## config.mk

```make
export PLATFORM = sky130hd
export DESIGN_NAME = mmio_timer_responder
export DESIGN_NICKNAME = d
export VERILOG_FILES = /design/src/rtl/mmio_timer_responder.sv
export SDC_FILE = /design/constraint.sdc
export NUM_CORES = 1
export LEC_CHECK = 0
export CAP_MARGIN = 10
export CORE_ASPECT_RATIO = 0.9
export CORE_UTILIZATION = 50
export CTS_CLUSTER_SIZE = 12
export DETAILED_ROUTE_END_ITERATION = 6
export PLACE_DENSITY = 0.88
export SLEW_MARGIN = 10
export SYNTH_ARGS = -nofsm -noshare
export SYNTH_HDL_FRONTEND = slang
export SYNTH_SLANG_ARGS = --single-unit
```

## constraint.sdc

```tcl
create_clock -name clk -period 5.1 [get_ports clk]
set_input_delay 0.765 -clock clk [delete_from_list [all_inputs] [get_ports clk]]
set_output_delay 0.765 -clock clk [all_outputs]
set_load 0.05 [all_outputs]
```

## src/rtl/mmio_timer_responder.sv

```systemverilog
// Memory-mapped countdown timer: CTRL/PRESET/COUNT register window on the M-stage data bus,
// with an interrupt request line for CP0. Supports one-shot (MODE 00/10/11) and auto-reload (MODE 01).
module mmio_timer_responder #(
  parameter logic [31:0] BASE_ADDR = 32'h0000_7F00,
  parameter int          WIDTH     = 32
) (
  input  logic        clk,
  input  logic        reset,
  input  logic [29:0] addr,
  input  logic [3:0]  byteen,
  input  logic [31:0] wdata,
  output logic [31:0] rdata,
  output logic        irq
);

  localparam logic [1:0] IDLE = 2'd0;
  localparam logic [1:0] LOAD = 2'd1;
  localparam logic [1:0] CNT  = 2'd2;
  localparam logic [1:0] INT  = 2'd3;

  localparam logic [1:0] MODE_RELOAD = 2'b01;

  localparam logic [1:0] OFF_CTRL   = 2'd0;
  localparam logic [1:0] OFF_PRESET = 2'd1;
  localparam logic [1:0] OFF_COUNT  = 2'd2;

  logic [3:0]       ctrl;
  logic [WIDTH-1:0] preset;
  logic [WIDTH-1:0] count;
  logic [1:0]       state;
  logic             irq_flag;

  logic             ctrl_en;
  logic [1:0]       ctrl_mode;
  logic             ctrl_im;
  logic             hit;
  logic             any_write;
  logic             ctrl_write;
  logic             ctrl_byte_write;
  logic             preset_write;
  logic             count_zero;
  logic             fsm_clears_en;
  logic [31:0]      byte_mask;
  logic [31:0]      preset_merged;

  assign ctrl_en   = ctrl[0];
  assign ctrl_mode = ctrl[2:1];
  assign ctrl_im   = ctrl[3];

  // The window is four words wide but only offsets 0..2 decode; offset 3 behaves like a miss.
  assign hit             = (addr[29:2] == BASE_ADDR[31:4]) && (addr[1:0] <= OFF_COUNT);
  assign any_write       = hit && (byteen != 4'b0000);
  assign ctrl_write      = any_write && (addr[1:0] == OFF_CTRL);
  assign ctrl_byte_write = ctrl_write && byteen[0];
  assign preset_write    = any_write && (addr[1:0] == OFF_PRESET);

  assign count_zero    = (count == '0);
  assign fsm_clears_en = (state == INT) && (ctrl_mode != MODE_RELOAD);

  assign byte_mask     = {{8{byteen[3]}}, {8{byteen[2]}}, {8{byteen[1]}}, {8{byteen[0]}}};
  assign preset_merged = (32'(preset) & ~byte_mask) | (wdata & byte_mask);

  always_comb begin
    rdata = 32'h0000_0000;
    if (hit) begin
      case (addr[1:0])
        OFF_CTRL:   rdata = {28'h000_0000, ctrl};
        OFF_PRESET: rdata = 32'(preset);
        OFF_COUNT:  rdata = 32'(count);
        default:    rdata = 32'h0000_0000;
      endcase
    end
  end

  assign irq = ctrl_im & irq_flag;

  // A CPU write to byte 0 of CTRL overrides the one-shot EN clear landing on the same edge.
  always_ff @(posedge clk) begin
    if (reset) begin
      ctrl <= 4'b0000;
    end else if (ctrl_byte_write) begin
      ctrl <= wdata[3:0];
    end else if (fsm_clears_en) begin
      ctrl[0] <= 1'b0;
    end
  end

  always_ff @(posedge clk) begin
    if (reset) begin
      preset <= '0;
    end else if (preset_write) begin
      preset <= WIDTH'(preset_merged);
    end
  end

  always_ff @(posedge clk) begin
    if (reset) begin
      state <= IDLE;
      count <= '0;
    end else begin
      case (state)
        IDLE: begin
          if (ctrl_en) begin
            state <= LOAD;
          end
        end
        LOAD: begin
          count <= preset;
          state <= CNT;
        end
        CNT: begin
          if (!ctrl_en) begin
            state <= IDLE;
          end else if (count_zero) begin
            state <= INT;
          end else begin
            count <= count - WIDTH'(1);
          end
        end
        INT: begin
          if (ctrl_mode == MODE_RELOAD) begin
            state <= LOAD;
          end else begin
            state <= IDLE;
          end
        end
        default: state <= IDLE;
      endcase
    end
  end

  // Software clear has priority over the hardware set when both land on one edge.
  always_ff @(posedge clk) begin
    if (reset) begin
      irq_flag <= 1'b0;
    end else if (ctrl_write || preset_write) begin
      irq_flag <= 1'b0;
    end else if ((state == CNT) && ctrl_en && count_zero) begin
      irq_flag <= 1'b1;
    end else if ((state == INT) && (ctrl_mode == MODE_RELOAD)) begin
      irq_flag <= 1'b0;
    end
  end

endmodule

```

After elaboration in Yosys (flattened, before gate mapping)
Index checks and enable logic that the tools add are counted.
{ "op_classes": {"add_sub_neg": 1, "magnitude_cmp": 1, "n_eq_ne": 12, "n_mux": 14, "n_bitwise": 5, "reduce_logical": 20} }
{ "ops": {"columns": ["operator", "count"], "rows": [
  ["$mux W32", 3],
  ["$pmux W32 S3", 1],
  ["$and A32 B32 Y32", 2],
  ["$pmux W32 S2", 1],
  ["$logic_not A32 Y1", 1],
  ["$not A32 Y32", 1],
  ["$or A32 B32 Y32", 1],
  ["$sub A32 B1 Y32 const B", 1],
  ["$eq A28 B11 Y1 const B", 1],
  ["$logic_and A1 B1 Y1", 9],
  ["$pmux W2 S4", 1],
  ["$eq A2 B1 Y1 const B", 3],
  ["$eq A2 B2 Y1 const B", 3],
  ["$mux W2", 3],
  ["$ne A2 B2 Y1 const B", 3],
  ["$reduce_bool A2 Y1", 3],
  ["$mux W1", 5],
  ["$logic_not A2 Y1", 2],
  ["$reduce_bool A4 Y1", 1],
  ["$ne A3 B3 Y1 const B", 1],
  ["$reduce_and A3 Y1", 1],
  ["$le A2 B2 Y1 const B", 1],
  ["$ne A2 B1 Y1 const B", 1],
  ["$reduce_and A2 Y1", 1],
  ["other kinds (3)", 3]
]} }
{ "word_totals": {"ff_bits": 71, "in_bits": 68} }

Logic depth before layout (Yosys ltp)
Gate-level depths: netlist of the first run.
{ "depth": {"word_depth": 6, "depth_mapped": 9} }

Worst setup path before layout of the first run
No wires, ideal clock.
{ "synth_path": {"path_kind": "input to output", "startpoint": "input port addr[19]", "endpoint": "output port rdata[10]", "arrival_ps": 2664, "t_required_ps": 4335, "path_slack_ps": 1671, "stages": 6, "path_buffers": 2, "path_cell_list": "nor4_1 nand4_1 or2_2 clkbuf_1 clkbuf_1 nor2_1"} }
{ "synth_between": {"elab_chain_cells": 3} }
{ "synth_lines": {"columns": ["element", "line", "rtl"], "rows": [
  ["start: declaration", "9", "input logic [29:0] addr,"],
  ["$eq A28 B11 Y1", "51", "assign hit = (addr[29:2] == BASE_ADDR[31:4]) && (addr[1:0] <= OFF_COUNT);"],
  ["$logic_and A1 B1 Y1", "51", null],
  ["$mux W32", "65", "if (hit) begin"],
  ["end: declaration", "12", "output logic [31:0] rdata,"]
]} }
No other way between the ends.

Worst setup path in the final report of the first run
{ "layout_path": {"startpoint": "input port addr[9]", "endpoint": "output port rdata[22]"} }
The elaborated chain is that of the path after synthesis.

==> flow_summary.yaml, run 1 <==
status:
  outcome: "complete, no violations"
logic_synthesis:
  synth.largest_area_cell: "sky130_fd_sc_hd__dfxtp_1"
  netlist_top_cells_area: "sky130_fd_sc_hd__dfxtp_1 (33%), sky130_fd_sc_hd__mux2i_1 (9.8%), sky130_fd_sc_hd__nor2_1 (9.0%)"
  synth_cells: 540
  synth_edf_count: 0
  combined_area_of_all_synthesized_cells_mm2: 0.00427
  synth.yosys.seq_area_share_pct: 33.3
  ys_seq_elements: 71
  synth_top_area_share_pct: 33.3
  synth.most_common_cell: "sky130_fd_sc_hd__nor2_1"
  yosys_warns: 0
  synthFlopType: "sky130_fd_sc_hd__dfxtp_1"
  count_of_different_cell_masters_after_synthesis: 48
  netlist_top_cells_count: "sky130_fd_sc_hd__nor2_1 (102), sky130_fd_sc_hd__dfxtp_1 (71), sky130_fd_sc_hd__clkbuf_1 (42), sky130_fd_sc_hd__mux2i_1 (42), sky130_fd_sc_hd__a21oi_1 (35)"
  mappedNetlistNets: 609
  synth-async-reset-ratio_pct: 0
  syn_area_per_cell_um2: 7.91
clocking:
  post_cts_resized: 0
  numClockSinks: 71
  postCtsHoldBufs: 0
  cts_tree: "built"
  cts.htree.levels: 3
  path_clk_slew_ns: 0.07
  cts_setup_buffers: 0
  clk_latency_ns: 0.36
  clock_tree.root_cell: "sky130_fd_sc_hd__clkbuf_8"
  cts-root-to-sink-buffers: 2
  numCtsBuffers: 9
worst_setup_path:
  worstSetupEndpoint: "rdata[22]"
  critical_path_buf_inv_count: 2
  regToRegEndpoint: "count[21]"
  r2r_depth: 7
  crit_path_frequent_cell: "sky130_fd_sc_hd__clkdlybuf4s50_1"
  worstPathRequired_ns: 4.34
  critical_path_peak_fanout: 33
  worst_path_largest_cell_delay_ns: 0.83
  criticalPathCategory: "primary input to output port"
  reg2reg_slack_ns: 1.79
  critPathCaptureType: "output port"
  cp.arrival_ns: 3.60
  critical-path-top-delay-family: "simple AND/OR/NAND/NOR gates"
  rr_startpoint: "count[0]"
  critical_path_depth: 6
  critPathLaunch: "addr[9]"
  crit_path_max_delay_cell_type: "sky130_fd_sc_hd__clkdlybuf4s50_1"
  worstPathCellList: "clkdlybuf4s50_1 > nor4bb_1 > nand4_1 > or2_2 > nor2_1 > clkdlybuf4s50_1"
  worst_setup_path_start_kind: "primary input"
grt:
  first_global_vias: 4332
  grt_remaining_overflow: 0
  wire_length_of_the_first_global_routing_pass_um: 19900
  track_usage_pct: 27.9
  initial_antenna_violation_count: 0
  grt_max_degree: 73
placement:
  portBuffers: 100
  place.gp.congestion: 0.874
  detailedPlacementHpwl_um: 8170
sta:
  rsz0062_at_grt: "false"
  final-setup-viol-count: 0
  timing.slew.headroom_pct: 14.7
  fmaxAchievable_ghz: 0.229
  worstMarginPinSlew_ns: 1.27
  final_hold_viol_count: 0
  period_needed_ns: 4.37
  finalCritPeriodShare_pct: 85.6
  setup_tns_ns: 0
  finalMaxSlewViolations: 0
  skew_ns: 0.0112
drt:
  drt_pre_antenna_iters: 7
  via_count: 4575
  drc: 0
  via_density_per_instance: 6.41
  drt-wirelength-per-cell_um: 17.5
  final_antenna_net_count: 0
  detail_route.wirelength_um: 12500
  violation_count_after_the_first_detailed_routing_iteration: 466
floorplanning:
  design.portCount: 101
  fp-row-count: 31
  initial_utilization_pct: 52.4
  die_height_um: 89.7
  die_area_mm2: 0.00891
  core_area_mm2: 0.00815
  dieWidth_um: 99.4
finish:
  final_layout_size_suffix_gt1_share_pct: 7.80
  layout_area_growth_over_synthesis_pct: 29.4
  layout.filler_cells: 674
  diode_count: 0
  final_nets: 679
  final_util_pct: 67.8
pwr:
  maximum_ir_drop_on_the_vdd_rail_v: 0.000188
  power.density_cell_area_mw_per_mm2: 214
  power.leakage_nw: 1.76
run:
  max-cap-violations: 0
worst_hold_path:
  hold_removal_path_class: "flop to flop"
  holdCritStartpoint: "count[15]"
cells in the final DEF (no fill, tap or decap), types with 3 or more instances in the layout:
master,count
sky130_fd_sc_hd__a211oi_1,3
sky130_fd_sc_hd__a211o_1,4
sky130_fd_sc_hd__o21ai_0,4
sky130_fd_sc_hd__dfxtp_1,71
sky130_fd_sc_hd__o31ai_1,24
sky130_fd_sc_hd__and4_1,3
sky130_fd_sc_hd__o31a_1,4
sky130_fd_sc_hd__bufinv_16,3
sky130_fd_sc_hd__nand3_1,7
sky130_fd_sc_hd__nor4_1,13
sky130_fd_sc_hd__and2_1,7
sky130_fd_sc_hd__or2_2,4
sky130_fd_sc_hd__nor3_1,7
sky130_fd_sc_hd__buf_4,9
sky130_fd_sc_hd__mux2i_1,42
sky130_fd_sc_hd__nand4_1,9
sky130_fd_sc_hd__nor2_1,102
sky130_fd_sc_hd__or4_1,3
sky130_fd_sc_hd__o311ai_0,18
sky130_fd_sc_hd__inv_1,11
sky130_fd_sc_hd__a41oi_1,3
sky130_fd_sc_hd__o211ai_1,3
sky130_fd_sc_hd__nand2_1,21
sky130_fd_sc_hd__nand2b_1,5
sky130_fd_sc_hd__o32ai_1,4
sky130_fd_sc_hd__clkbuf_8,9
sky130_fd_sc_hd__nor4_2,6
sky130_fd_sc_hd__nor2b_2,3
sky130_fd_sc_hd__or3_1,5
sky130_fd_sc_hd__clkdlybuf4s50_1,99
sky130_fd_sc_hd__nor3_2,3
sky130_fd_sc_hd__a22oi_1,31
sky130_fd_sc_hd__and3_1,4
sky130_fd_sc_hd__a21oi_1,35
sky130_fd_sc_hd__a31oi_1,8
sky130_fd_sc_hd__nor2b_1,3
area by class of cell:
class	count	area (um^2)	area share [%]
multi-input cells	407	2620	47.4
flip-flops and latches	71	1420	25.7
repair buffers	110	1080	19.6
clock buffers	10	128	2.31
well taps	99	124	2.24
clock inverters	6	109	1.97
inverters	11	41.3	0.748
layer usage:
metal  GRT usage (%)  part of all wire (%)
met1            33.5                    42
met2            48.7                    48
met3            6.89                   9.3
met4            11.2                   1.1
met5               0                     0
logic make-up after synthesis:
logic type               after synthesis  share of synthesized area (%)
AO/OA/AOI/OAI                        150                           25.1
AND/OR/NAND/NOR                      214                           25.6
adder cells (fa/ha/maj)                1                          0.293
multiplexers                          42                           9.85
flip-flops                            71                           33.3
buffers and inverters                 62                           5.77
worst min-delay path by stage:
stage | end | slack [ns] | cells past startpoint
5_1_grt | count[15] | 0.51 | 2
2_1_floorplan | count[27] | 0.46 | 2
3_3_place_gp | count[15] | 0.47 | 2
4_1_cts | count[15] | 0.49 | 2
3_5_place_dp | count[15] | 0.48 | 2
6_report | count[15] | 0.49 | 2
stage by stage:
step / power [mW] / hold slack (ns) / instances / instance area [um^2] / setup WS, ns
floorplan: 0.590 / 0.456 / 540 / 4270 / 1.67
global placement: 0.647 / 0.472 / 697 / 5270 / 0.832
detailed placement: 0.649 / 0.480 / 697 / 5270 / 0.713
CTS: 1.18 / 0.494 / 713 / 5500 / 0.693
global route: 1.21 / 0.515 / 714 / 5520 / 0.589
finish: 1.18 / 0.493 / 714 / 5520 / 0.732
worst min-delay path, cell delays in order, from the launching register on:
cell                      delay (ns)
sky130_fd_sc_hd__dfxtp_1        0.33
sky130_fd_sc_hd__o31ai_1        0.07
sky130_fd_sc_hd__a21oi_1        0.06
where the power goes:
part	switching (mW)	internal, mW
Clock	0.219	0.324
Sequential	0.000000000137	0.554
Combinational	0.0329	0.0498
Power figures use the tool's default switching activity.
==> run 2, diff against run 1 <==
--- a/config.mk
+++ b/config.mk
@@ -7,10 +7,10 @@
 export LEC_CHECK = 0
 export CAP_MARGIN = 10
 export CORE_ASPECT_RATIO = 0.9
-export CORE_UTILIZATION = 50
+export CORE_UTILIZATION = 54
 export CTS_CLUSTER_SIZE = 12
 export DETAILED_ROUTE_END_ITERATION = 6
-export PLACE_DENSITY = 0.88
+export PLACE_DENSITY = 0.94
 export SLEW_MARGIN = 10
 export SYNTH_ARGS = -nofsm -noshare
 export SYNTH_HDL_FRONTEND = slang
==> flow_summary.yaml, run 2 (synthesis results as in run 1) <==
status:
  outcome: "complete, no violations"
drt:
  final_antenna_net_count: 0
  drc: 0
  detail_route.wirelength_um: 12500
  violation_count_after_the_first_detailed_routing_iteration: 459
  drt-wirelength-per-cell_um: 17.6
  via_density_per_instance: 6.51
  via_count: 4622
  drt_pre_antenna_iters: 5
worst_setup_path:
  worstPathCellList: "clkdlybuf4s50_1 > nor4bb_1 > nand4_1 > or2_2 > nor2_1 > clkdlybuf4s50_1"
  critical_path_peak_fanout: 33
  criticalPathCategory: "primary input to output port"
  cp.arrival_ns: 3.57
  crit_path_frequent_cell: "sky130_fd_sc_hd__clkdlybuf4s50_1"
  worstPathRequired_ns: 4.34
  crit_path_max_delay_cell_type: "sky130_fd_sc_hd__clkdlybuf4s50_1"
  critPathCaptureType: "output port"
  worst_setup_path_start_kind: "primary input"
  worst_path_largest_cell_delay_ns: 0.82
finish:
  final_nets: 679
  final_layout_size_suffix_gt1_share_pct: 7.82
  final_common_cell: "sky130_fd_sc_hd__nor2_1"
  diode_count: 0
  layout_area_growth_over_synthesis_pct: 29.0
  final_util_pct: 72.6
  most_frequent_cells_in_the_layout: "sky130_fd_sc_hd__nor2_1 (102), sky130_fd_sc_hd__clkdlybuf4s50_1 (99), sky130_fd_sc_hd__dfxtp_1 (71)"
  layout.filler_cells: 588
clocking:
  post_cts_resized: 0
  numCtsBuffers: 9
  cts.htree.levels: 3
  numClockSinks: 71
  path_clk_slew_ns: 0.07
  clk_latency_ns: 0.35
  clock_tree.root_cell: "sky130_fd_sc_hd__clkbuf_8"
  cts-root-to-sink-buffers: 2
  cts_setup_buffers: 0
  cts_tree: "built"
  postCtsHoldBufs: 0
floorplanning:
  core_area_mm2: 0.00758
  fp-row-count: 30
  design.portCount: 101
  die_height_um: 86.4
  initial_utilization_pct: 56.3
  dieWidth_um: 95.7
  die_area_mm2: 0.00827
pwr:
  power.leakage_nw: 1.75
  power.density_cell_area_mw_per_mm2: 211
  maximum_ir_drop_on_the_vdd_rail_v: 0.000228
grt:
  grt_max_degree: 73
  wire_length_of_the_first_global_routing_pass_um: 19900
  first_global_vias: 4274
  initial_antenna_violation_count: 0
  met2_demand_to_capacity_share_in_global_routing_pct: 50.8
  top_usage_layer: "met2"
  gr-usage-met1_pct: 37.3
  grt_use_met3_pct: 5.18
  grt_remaining_overflow: 0
  track_usage_pct: 30.2
worst_hold_path:
  hold_removal_path_class: "flop to flop"
placement:
  portBuffers: 100
  place.gp.congestion: 0.867
  detailedPlacementHpwl_um: 8330
sta:
  final-setup-viol-count: 0
  period_needed_ns: 4.33
  finalMaxSlewViolations: 0
  finalCritPeriodShare_pct: 84.9
  fmaxAchievable_ghz: 0.231
  setup_tns_ns: 0
  rsz0062_at_grt: "false"
  skew_ns: 0.00509
  worstMarginPinSlew_ns: 1.12
  final_hold_viol_count: 0
  timing.slew.headroom_pct: 24.4
run:
  max-cap-violations: 0
[run 2: cell types whose count changed in the layout (fill, tap and decap cells not counted), sizes merged]
cell,delta
bufinv,-1
clkbuf,+2
clkinv,-2
[run 2: stage by stage]
step           power [mW]  instance area (um^2)  setup slack (ns)  instances  hold slack, ns
5_1_grt              1.19                  5510             0.561        710           0.529
6_report             1.16                  5510             0.768        710           0.512
2_1_floorplan       0.590                  4270              1.67        540           0.456
3_5_place_dp        0.649                  5270             0.740        695           0.492
3_3_place_gp        0.648                  5270             0.805        695           0.468
4_1_cts              1.16                  5500             0.722        710           0.509
[run 2: metal layers]
metal	wire [um]	vias to the layer above
met5	0	-
met4	316	0
met3	1260	37
met2	5940	288
met1	5000	2134
li1	-	2163
[run 2: worst paths after layout]
check	startpoint	end	slack, ns	cells after the start
setup / recovery	addr[9]	rdata[22]	0.77	6
setup reg to reg	count[0]	count[18]	1.77	7
hold / removal	count[30]	count[30]	0.51	2
hold reg to reg	count[30]	count[30]	0.51	2
[run 2: worst max-delay path, delay by kind of cell]
kind,cells,cell delay (ns)
and+or+nand+nor,4,1.51
buffers and inverters,2,1.26
[run 2: final cells by class]
class,instances,area (um^2),area share (%)
Timing Repair Buffer,110,1070,19.5
Tap cell,96,120,2.18
Clock inverter,3,65.1,1.18
Clock buffer,12,165,3.00
Sequential cell,71,1420,25.8
Inverter,11,41.3,0.750
Multi-Input combinational cell,407,2620,47.6
[run 2: power by group]
part	internal, mW	total (mW)	leakage (nW)	switching, mW
Combinational	0.0503	0.0833	1.06	0.0330
Clock	0.312	0.523	0.118	0.211
Sequential	0.554	0.554	0.571	0.000000000138
Total	0.916	1.16	1.75	0.244
==> run 3, diff against run 2 <==
--- a/config.mk
+++ b/config.mk
@@ -7,10 +7,10 @@
 export LEC_CHECK = 0
 export CAP_MARGIN = 10
 export CORE_ASPECT_RATIO = 0.9
-export CORE_UTILIZATION = 54
+export CORE_UTILIZATION = 51
 export CTS_CLUSTER_SIZE = 12
 export DETAILED_ROUTE_END_ITERATION = 6
-export PLACE_DENSITY = 0.94
+export PLACE_DENSITY = 0.9
 export SLEW_MARGIN = 10
 export SYNTH_ARGS = -nofsm -noshare
 export SYNTH_HDL_FRONTEND = slang
==> constraint.sdc (replaced) <==
create_clock -name clk -period 4.1 [get_ports clk]
set_input_delay 0.615 -clock clk [delete_from_list [all_inputs] [get_ports clk]]
set_output_delay 0.615 -clock clk [all_outputs]
set_load 0.05 [all_outputs]
==> flow_summary.yaml, run 3 (synthesis results as in run 1) <==
status:
  outcome: "finished with violations"
  violations: "design-rule violations"
drt:
  final_antenna_net_count: 0
  drt_pre_antenna_iters: 7
  drc: 12
  via_density_per_instance: 6.44
  drt-wirelength-per-cell_um: 17.6
  via_count: 4627
  violation_count_after_the_first_detailed_routing_iteration: 551
  detail_route.wirelength_um: 12600
grt:
  first_global_vias: 4346
  grt_remaining_overflow: 0
  track_usage_pct: 29.2
  initial_antenna_violation_count: 0
  grt_max_degree: 72
  wire_length_of_the_first_global_routing_pass_um: 20600
sta:
  worstMarginPinSlew_ns: 0.959
  fin_ws_ns: 0.557
  rsz0062_at_grt: "false"
  setup_tns_ns: 0
  finalMaxSlewViolations: 0
  finalCritPeriodShare_pct: 86.4
  fmaxAchievable_ghz: 0.282
  final-setup-viol-count: 0
  skew_ns: 0.00953
  final_hold_viol_count: 0
  period_needed_ns: 3.54
  final.hold.worst_slack_ns: 0.498
  timing.slew.headroom_pct: 35.5
placement:
  dp_worst_setup_slack_ns: 0.567
  portBuffers: 100
  place.gp.congestion: 0.867
  detailedPlacementHpwl_um: 8490
  numPlacedInstances: 703
clocking:
  cts.htree.levels: 3
  cts-root-to-sink-buffers: 2
  cts_setup_buffers: 0
  post_cts_resized: 0
  path_clk_slew_ns: 0.07
  numClockSinks: 71
  postCtsHoldBufs: 0
  clock_tree.root_cell: "sky130_fd_sc_hd__clkbuf_8"
  numCtsBuffers: 9
  cts_tree: "built"
  clk_latency_ns: 0.35
finish:
  diode_count: 0
  final_layout_size_suffix_gt1_share_pct: 13.5
  final_common_cell: "sky130_fd_sc_hd__nor2_1"
  final_cell_count_no_fill: 719
  multi_input_comb_area_mm2: 0.00261
  most_frequent_cells_in_the_layout: "sky130_fd_sc_hd__nor2_1 (102), sky130_fd_sc_hd__dfxtp_1 (71), sky130_fd_sc_hd__clkdlybuf4s50_1 (67)"
  seq_area_mm2: 0.00142
  layout.filler_cells: 643
  layout_area_growth_over_synthesis_pct: 30.1
  final_util_pct: 68.8
  final_nets: 684
run:
  max-cap-violations: 0
floorplanning:
  core_area_mm2: 0.00807
  die_height_um: 88.8
  initial_utilization_pct: 52.9
  dieWidth_um: 98.4
  die_area_mm2: 0.00874
  fp-row-count: 31
  design.portCount: 101
worst_setup_path:
  r2r_depth: 8
  cp.arrival_ns: 2.93
  reg2reg_slack_ns: 1.02
  worst_setup_path_start_kind: "primary input"
  rr_startpoint: "count[0]"
  regToRegEndpoint: "count[20]"
  criticalPathCategory: "primary input to output port"
  worstPathRequired_ns: 3.48
  critPathCaptureType: "output port"
  critical_path_peak_fanout: 33
pwr:
  maximum_ir_drop_on_the_vdd_rail_v: 0.000123
  power.density_cell_area_mw_per_mm2: 234
  power.leakage_nw: 1.85
worst_hold_path:
  holdCritStartpoint: "count[15]"
  hold_path_end: "count[15]"
  worst_hold_path.num_cells: 2
  hold_removal_path_class: "flop to flop"
run 3: changes by cell type in the layout (fill, tap and decap cells not counted), moves of 2 or more:
| cell | delta |
|---|---|
| sky130_fd_sc_hd__buf_12 | +12 |
| sky130_fd_sc_hd__buf_4 | +25 |
| sky130_fd_sc_hd__bufinv_16 | -2 |
| sky130_fd_sc_hd__clkdlybuf4s50_1 | -32 |
| sky130_fd_sc_hd__clkinv_2 | +3 |
run 3: worst max-delay path, stage by stage:
cell and delay, ns:
sky130_fd_sc_hd__clkdlybuf4s50_1 0.46, sky130_fd_sc_hd__nor4bb_1 0.34, sky130_fd_sc_hd__nand4_1 0.34, sky130_fd_sc_hd__or2_2 0.64, sky130_fd_sc_hd__nor2_1 0.33, sky130_fd_sc_hd__buf_12 0.18
run 3: layer usage:
metal / up-vias / global-route usage (%) / wire length, um
li1: 2162 / - / -
met1: 2153 / 35.6 / 5250
met2: 282 / 51.2 / 6000
met3: 30 / 5.13 / 1150
met4: 0 / 13.3 / 243
met5: - / 0 / 0
run 3: cell type report:
| class | count | area share, % |
|---|---|---|
| inverter | 11 | 0.743 |
| timing repair buffer | 115 | 21.2 |
| tap | 99 | 2.23 |
| clock buffer | 12 | 2.79 |
| sequential | 71 | 25.6 |
| multi-input combinational | 407 | 47.1 |
| clock inverter | 4 | 0.360 |
run 3: where the power goes:
part / internal [mW] / switching, mW / leakage, nW
Clock: 0.249 / 0.259 / 0.0959
Combinational: 0.0619 / 0.0413 / 1.18
Sequential: 0.689 / 0.000000000169 / 0.571
run 3: worst max-delay path by stage:
stage | start | slack, ns | to
floorplan | addr[19] | 0.97 | rdata[10]
global placement | addr[10] | 0.73 | rdata[22]
detailed placement | addr[16] | 0.57 | rdata[23]
CTS | addr[16] | 0.57 | rdata[23]
global route | addr[10] | 0.42 | rdata[23]
finish | addr[9] | 0.56 | rdata[23]
run 3: through the flow:
step,total power [mW],instance area [um^2]
3_3_place_gp,0.806,5380
2_1_floorplan,0.734,4270
5_1_grt,1.34,5550
3_5_place_dp,0.807,5380
6_report,1.30,5550
4_1_cts,1.30,5550
